## src/rtl/autorange_gate_ctrl.sv

```systemverilog
// autorange_gate_ctrl: gate sequencer for a 4-digit decade counter with automatic
// 1000/100/10/1 ms range selection and digit-register load strobe.
module autorange_gate_ctrl #(
    parameter int BASE_TICKS = 100000,
    parameter int HOLD_MS    = 250
) (
    input  logic       clk,
    input  logic       reset,
    input  logic       run,
    input  logic       cnt_ovf,
    input  logic       msd_zero,
    output logic       cnt_clr,
    output logic       cnt_en,
    output logic       reg_load,
    output logic [1:0] range,
    output logic [1:0] dp_pos,
    output logic       over_range,
    output logic       busy
);
    typedef enum logic [2:0] {IDLE, CLEAR, GATE, EVAL, LOAD, HOLD} state_t;
    localparam int PW = BASE_TICKS > 1 ? $clog2(BASE_TICKS) : 1;

    state_t        state;
    logic [PW-1:0] pre;
    logic [15:0]   ms;
    logic [15:0]   g;
    logic          ovf_seen;
    logic          pend;
    logic          tick_end;
    logic          gate_end;
    logic          hold_end;

    always_comb begin
        g        = range == 2'd0 ? 16'd1000 : range == 2'd1 ? 16'd100 : range == 2'd2 ? 16'd10 : 16'd1;
        tick_end = pre == PW'(BASE_TICKS - 1);
        gate_end = tick_end && ms == g - 16'd1;
        hold_end = tick_end && ms == 16'(HOLD_MS - 1);
    end

    always_ff @(posedge clk) begin
        if (reset) begin
            state      <= IDLE;
            range      <= 2'd3;
            dp_pos     <= 2'd3;
            over_range <= 1'b0;
            cnt_clr    <= 1'b0;
            cnt_en     <= 1'b0;
            reg_load   <= 1'b0;
            busy       <= 1'b0;
            pre        <= '0;
            ms         <= '0;
            ovf_seen   <= 1'b0;
            pend       <= 1'b0;
        end else begin
            cnt_clr  <= 1'b0;
            reg_load <= 1'b0;
            case (state)
                IDLE: if (run) begin
                    state   <= CLEAR;
                    cnt_clr <= 1'b1;
                    busy    <= 1'b1;
                end
                CLEAR: begin
                    state    <= GATE;
                    cnt_en   <= 1'b1;
                    pre      <= '0;
                    ms       <= '0;
                    ovf_seen <= 1'b0;
                end
                GATE: begin
                    if (cnt_ovf) ovf_seen <= 1'b1;
                    pre <= tick_end ? '0 : pre + 1'b1;
                    ms  <= tick_end ? ms + 16'd1 : ms;
                    if (gate_end) begin
                        state  <= EVAL;
                        cnt_en <= 1'b0;
                    end
                end
                EVAL: begin
                    // Overflow outranks leading zero; shorter gate on overflow, longer on msd_zero
                    if (ovf_seen && range != 2'd3) begin
                        range   <= range + 2'd1;
                        state   <= CLEAR;
                        cnt_clr <= 1'b1;
                    end else if (ovf_seen) begin
                        pend     <= 1'b1;
                        state    <= LOAD;
                        reg_load <= 1'b1;
                    end else if (msd_zero && range != 2'd0) begin
                        range   <= range - 2'd1;
                        state   <= CLEAR;
                        cnt_clr <= 1'b1;
                    end else begin
                        pend     <= 1'b0;
                        state    <= LOAD;
                        reg_load <= 1'b1;
                    end
                end
                LOAD: begin
                    dp_pos     <= range;
                    over_range <= pend;
                    state      <= HOLD;
                    pre        <= '0;
                    ms         <= '0;
                end
                HOLD: begin
                    pre <= tick_end ? '0 : pre + 1'b1;
                    ms  <= tick_end ? ms + 16'd1 : ms;
                    if (hold_end) begin
                        state   <= run ? CLEAR : IDLE;
                        cnt_clr <= run;
                        busy    <= run;
                    end
                end
                default: state <= IDLE;
            endcase
        end
    end
endmodule

```

## config.mk

```make
export PLATFORM = sky130hd
export DESIGN_NAME = autorange_gate_ctrl
export DESIGN_NICKNAME = d
export VERILOG_FILES = /design/src/rtl/autorange_gate_ctrl.sv
export SDC_FILE = /design/constraint.sdc
export NUM_CORES = 1
export LEC_CHECK = 0
export CAP_MARGIN = 20
export CORE_MARGIN = 5
export CORE_UTILIZATION = 59
export CTS_CLUSTER_SIZE = 10
export DETAILED_ROUTE_END_ITERATION = 16
export PLACE_DENSITY = 0.79
export RECOVER_POWER = 100
export SYNTH_ARGS = -nofsm -noshare
export SYNTH_HDL_FRONTEND = slang
export SYNTH_SLANG_ARGS = --single-unit
export TNS_END_PERCENT = 30
```

## constraint.sdc

```tcl
create_clock -name clk -period 2.35 [get_ports clk]
set_clock_uncertainty 0.05 [all_clocks]
set_input_delay 0.47 -clock clk [delete_from_list [all_inputs] [get_ports clk]]
set_output_delay 0.47 -clock clk [all_outputs]
set_load 0.05 [all_outputs]
```

==> qor.yml <==
sta:
  drv_slew: 0
  rsz0062_at_grt: "false"
  timing.fmax_mhz: 457.0
  maxSlewHeadroom_pct: 33.00
  fin_crit_sh_pct: 93.12
  finalCriticalPeriod_ns: 2.188
  worstMarginPinSlew_ns: 1.005
  timing.final.hold_violations: 0
  tns_ns: 0
  setup_violations: 0
  setup_ws_ns: 0.1616
power:
  ir_drop_mv: 0.4532
  p_total_w: 0.001765
  leakage_nw: 0.9784
  power_density_nw_per_um2: 603.2
setup_path:
  critPathRequiredTime_ns: 2.53
  slowest_delay_ns: 0.79
  critPathBufInv: 1
  path_max_fanout: 12
  startpoint_type: "register"
  crit_chain: "or3_1, a21oi_1, clkbuf_1, a21oi_1, a21oi_1"
  endpoint_kind: "register"
  path_class: "reg2reg"
  cp.depth: 5
  critPathMostFrequentCell: "a21oi_1"
  cp_data_arrival_time_ns: 2.37
  worst_r2r_path_depth: 5
  critPathTopFamily: "compound AO/OA/AOI/OAI gates"
  slowest_stage: "a21oi_1"
die:
  io_pins: 14
  dieArea_sq_um: 5874
  coreArea_sq_um: 4324
  initial_core_util_pct: 60.59
  fp.dieW_microns: 76.64
  rows: 24
  die_height_microns: 76.64
min_path:
  hp-class: "reg2reg"
  worstHoldPathCells: 1
route:
  vias_per_cell: 6.041
  drt_first_pass_iters: 4
  drt_iter0_drc: 211
  drt-wirelength-per-cell_microns: 13.70
  antenna_left: 0
  drt-total-wl_microns: 5386
  drc: 0
  vias: 2374
global_routing:
  groute.layer.met1.usage_pct: 26.09
  grt-ovfl-total: 0
  top_usage_layer: "met2"
  grt_usage_pct: 19.21
  antenna_found_initial: 0
  grt_max_degree: 26
  use_met3_pct: 3.901
  grt_first_pass_wirelength_microns: 9694
  met2_usage_pct: 30.74
  first_global_vias: 2180
place:
  gp_congestion: 0.8497
  portBuffers: 13
  dpl_cell_area_sq_um: 2829
  hpwlAfterDp_microns: 3939
  post-place-ws_ns: 0.05521
yosys:
  netlist_instances: 326
  yosysWarningCount: 0
  ys_seq_elements: 47
  synth_flop_cell: "dfxtp_1"
  seq_area_frac_synth_pct: 35.91
  netlist.area_leader.share_pct: 35.91
  async_flop_share_pct: 0
  synth_fp_nets: 340
  synth_area_leaders: "dfxtp_1 (36%), a21oi_1 (6.3%), ha_1 (4.3%)"
  synth_edf_count: 0
  yosysUniqueCellTypes: 48
  netlist_area_sq_um: 2620
  synth_top_area_cell: "dfxtp_1"
  syn_avg_cell_area_sq_um: 8.037
clock_tree:
  post-cts-setup-buffer-count: 0
  numCtsBuffers: 5
  root_buffer: "clkbuf_8"
  cts_max_level: 2
  path_clk_slew_ns: 0.09
  clock_latency_ns: 0.30
  ctsResizeCount: 0
  holdBufCountCts: 0
  cts_tree: "built"
  clock_sinks: 47
  clockBufferDepth: 2
status:
  run_status: "finished, final reports clean"
finish:
  drive_gt1_share_pct: 6.158
  design_area_sq_um: 2927
  area_delta_synth_final_pct: 11.70
  seq_area_sq_um: 940.9
  nNetsFinal: 354
  antenna-diode-count: 0
  multi_input_area_sq_um: 1533
  n_fill_cell: 369
flow_run:
  cap_violations: 0
## cell usage in the layout, fill, tap and decap left out, types with 4 or more instances in the layout
cell type and count:
xnor2_1 4, clkbuf_1 4, or4_1 8, clkbuf_8 6, buf_4 7, nor2_1 20
inv_1 14, nor3_1 8, o31ai_1 12, and3_1 5, dlygate4sd3_1 10, nand2_1 29
a22oi_1 4, nor4_1 6, nand3_1 18, ha_1 9, a21oi_1 33, dfxtp_1 47
or3_1 7, mux2i_1 7, nand4_1 16, o21ai_0 17
## sequential cells by signal (all words and copies together) (netlist names)
register / flops
reg_load: 1
cnt_clr: 1
state: 3
pend: 1
cnt_en: 1
range: 2
ms: 16
over_range: 1
pre: 17
busy: 1
ovf_seen: 1
dp_pos: 2
## path summary, 6_finish.rpt
| path | slack, ns | to | from |
|---|---|---|---|
| setup reg to reg | 0.16 | pre[5] | state[2] |
| hold reg to reg | 0.42 | pre[15] | pre[15] |
| hold / removal | 0.42 | pre[15] | pre[15] |
| setup / recovery | 0.16 | pre[5] | state[2] |
## routing by layer
metal	part of all wire (%)	vias up	routed length, microns
met5	0	-	0
met4	0.98	0	53
met3	3.6	7	194
met2	46	34	2475
met1	49	1100	2662
li1	-	1233	-
## area by class of cell
cell class / instances / area share [%]
Sequential cell: 47 / 32.15
Clock inverter: 2 / 1.197
Clock buffer: 6 / 2.822
Timing Repair Buffer: 25 / 7.439
Multi-Input combinational cell: 247 / 52.37
Tap cell: 52 / 2.223
Inverter: 14 / 1.796
## stage by stage
stage	hold WS, ns	util (%)	cells
final	0.4212	67.68	393
after global routing	0.4508	67.68	393
after CTS	0.4237	68.14	393
after detailed placement	0.4083	65.42	385
after global placement	0.4051	65.42	385
after floorplan	0.3825	-	326
## cells in the mapped netlist (3+ instances only)
library cell,number
nor4_1,6
xnor2_1,4
a22oi_1,4
a21oi_1,33
ha_1,9
nand3_1,18
o21ai_0,17
inv_1,14
o31ai_1,12
mux2i_1,7
o31a_1,3
nor2b_1,3
nor3_1,8
buf_2,4
nor2_1,20
nand4_1,16
a21o_1,3
clkbuf_1,9
or4_1,8
xor2_1,3
and2_1,4
and3_1,5
dfxtp_1,47
or3_1,7
nand2_1,29
## logic make-up (layout without fill, tap and decap cells)
logic type,Yosys count,in the layout,share of synthesized area (%)
flops,47,47,35.91
simple gates,135,135,27.89
compound gates,88,88,21.06
xor+xnor,7,7,2.340
buf+inv,32,47,5.396
mux,8,8,3.104
fa+ha+maj,9,9,4.298
## report_power, final
| part | leakage [nW] | switching (W) | internal (W) |
|---|---|---|---|
| sequential | 0.380 | 0.0000181 | 0.000818 |
| combinational | 0.537 | 0.000196 | 0.000112 |
| clock | 0.0612 | 0.000277 | 0.000344 |
| total | 0.978 | 0.000491 | 0.00127 |
(Power assumes the default switching activity.)
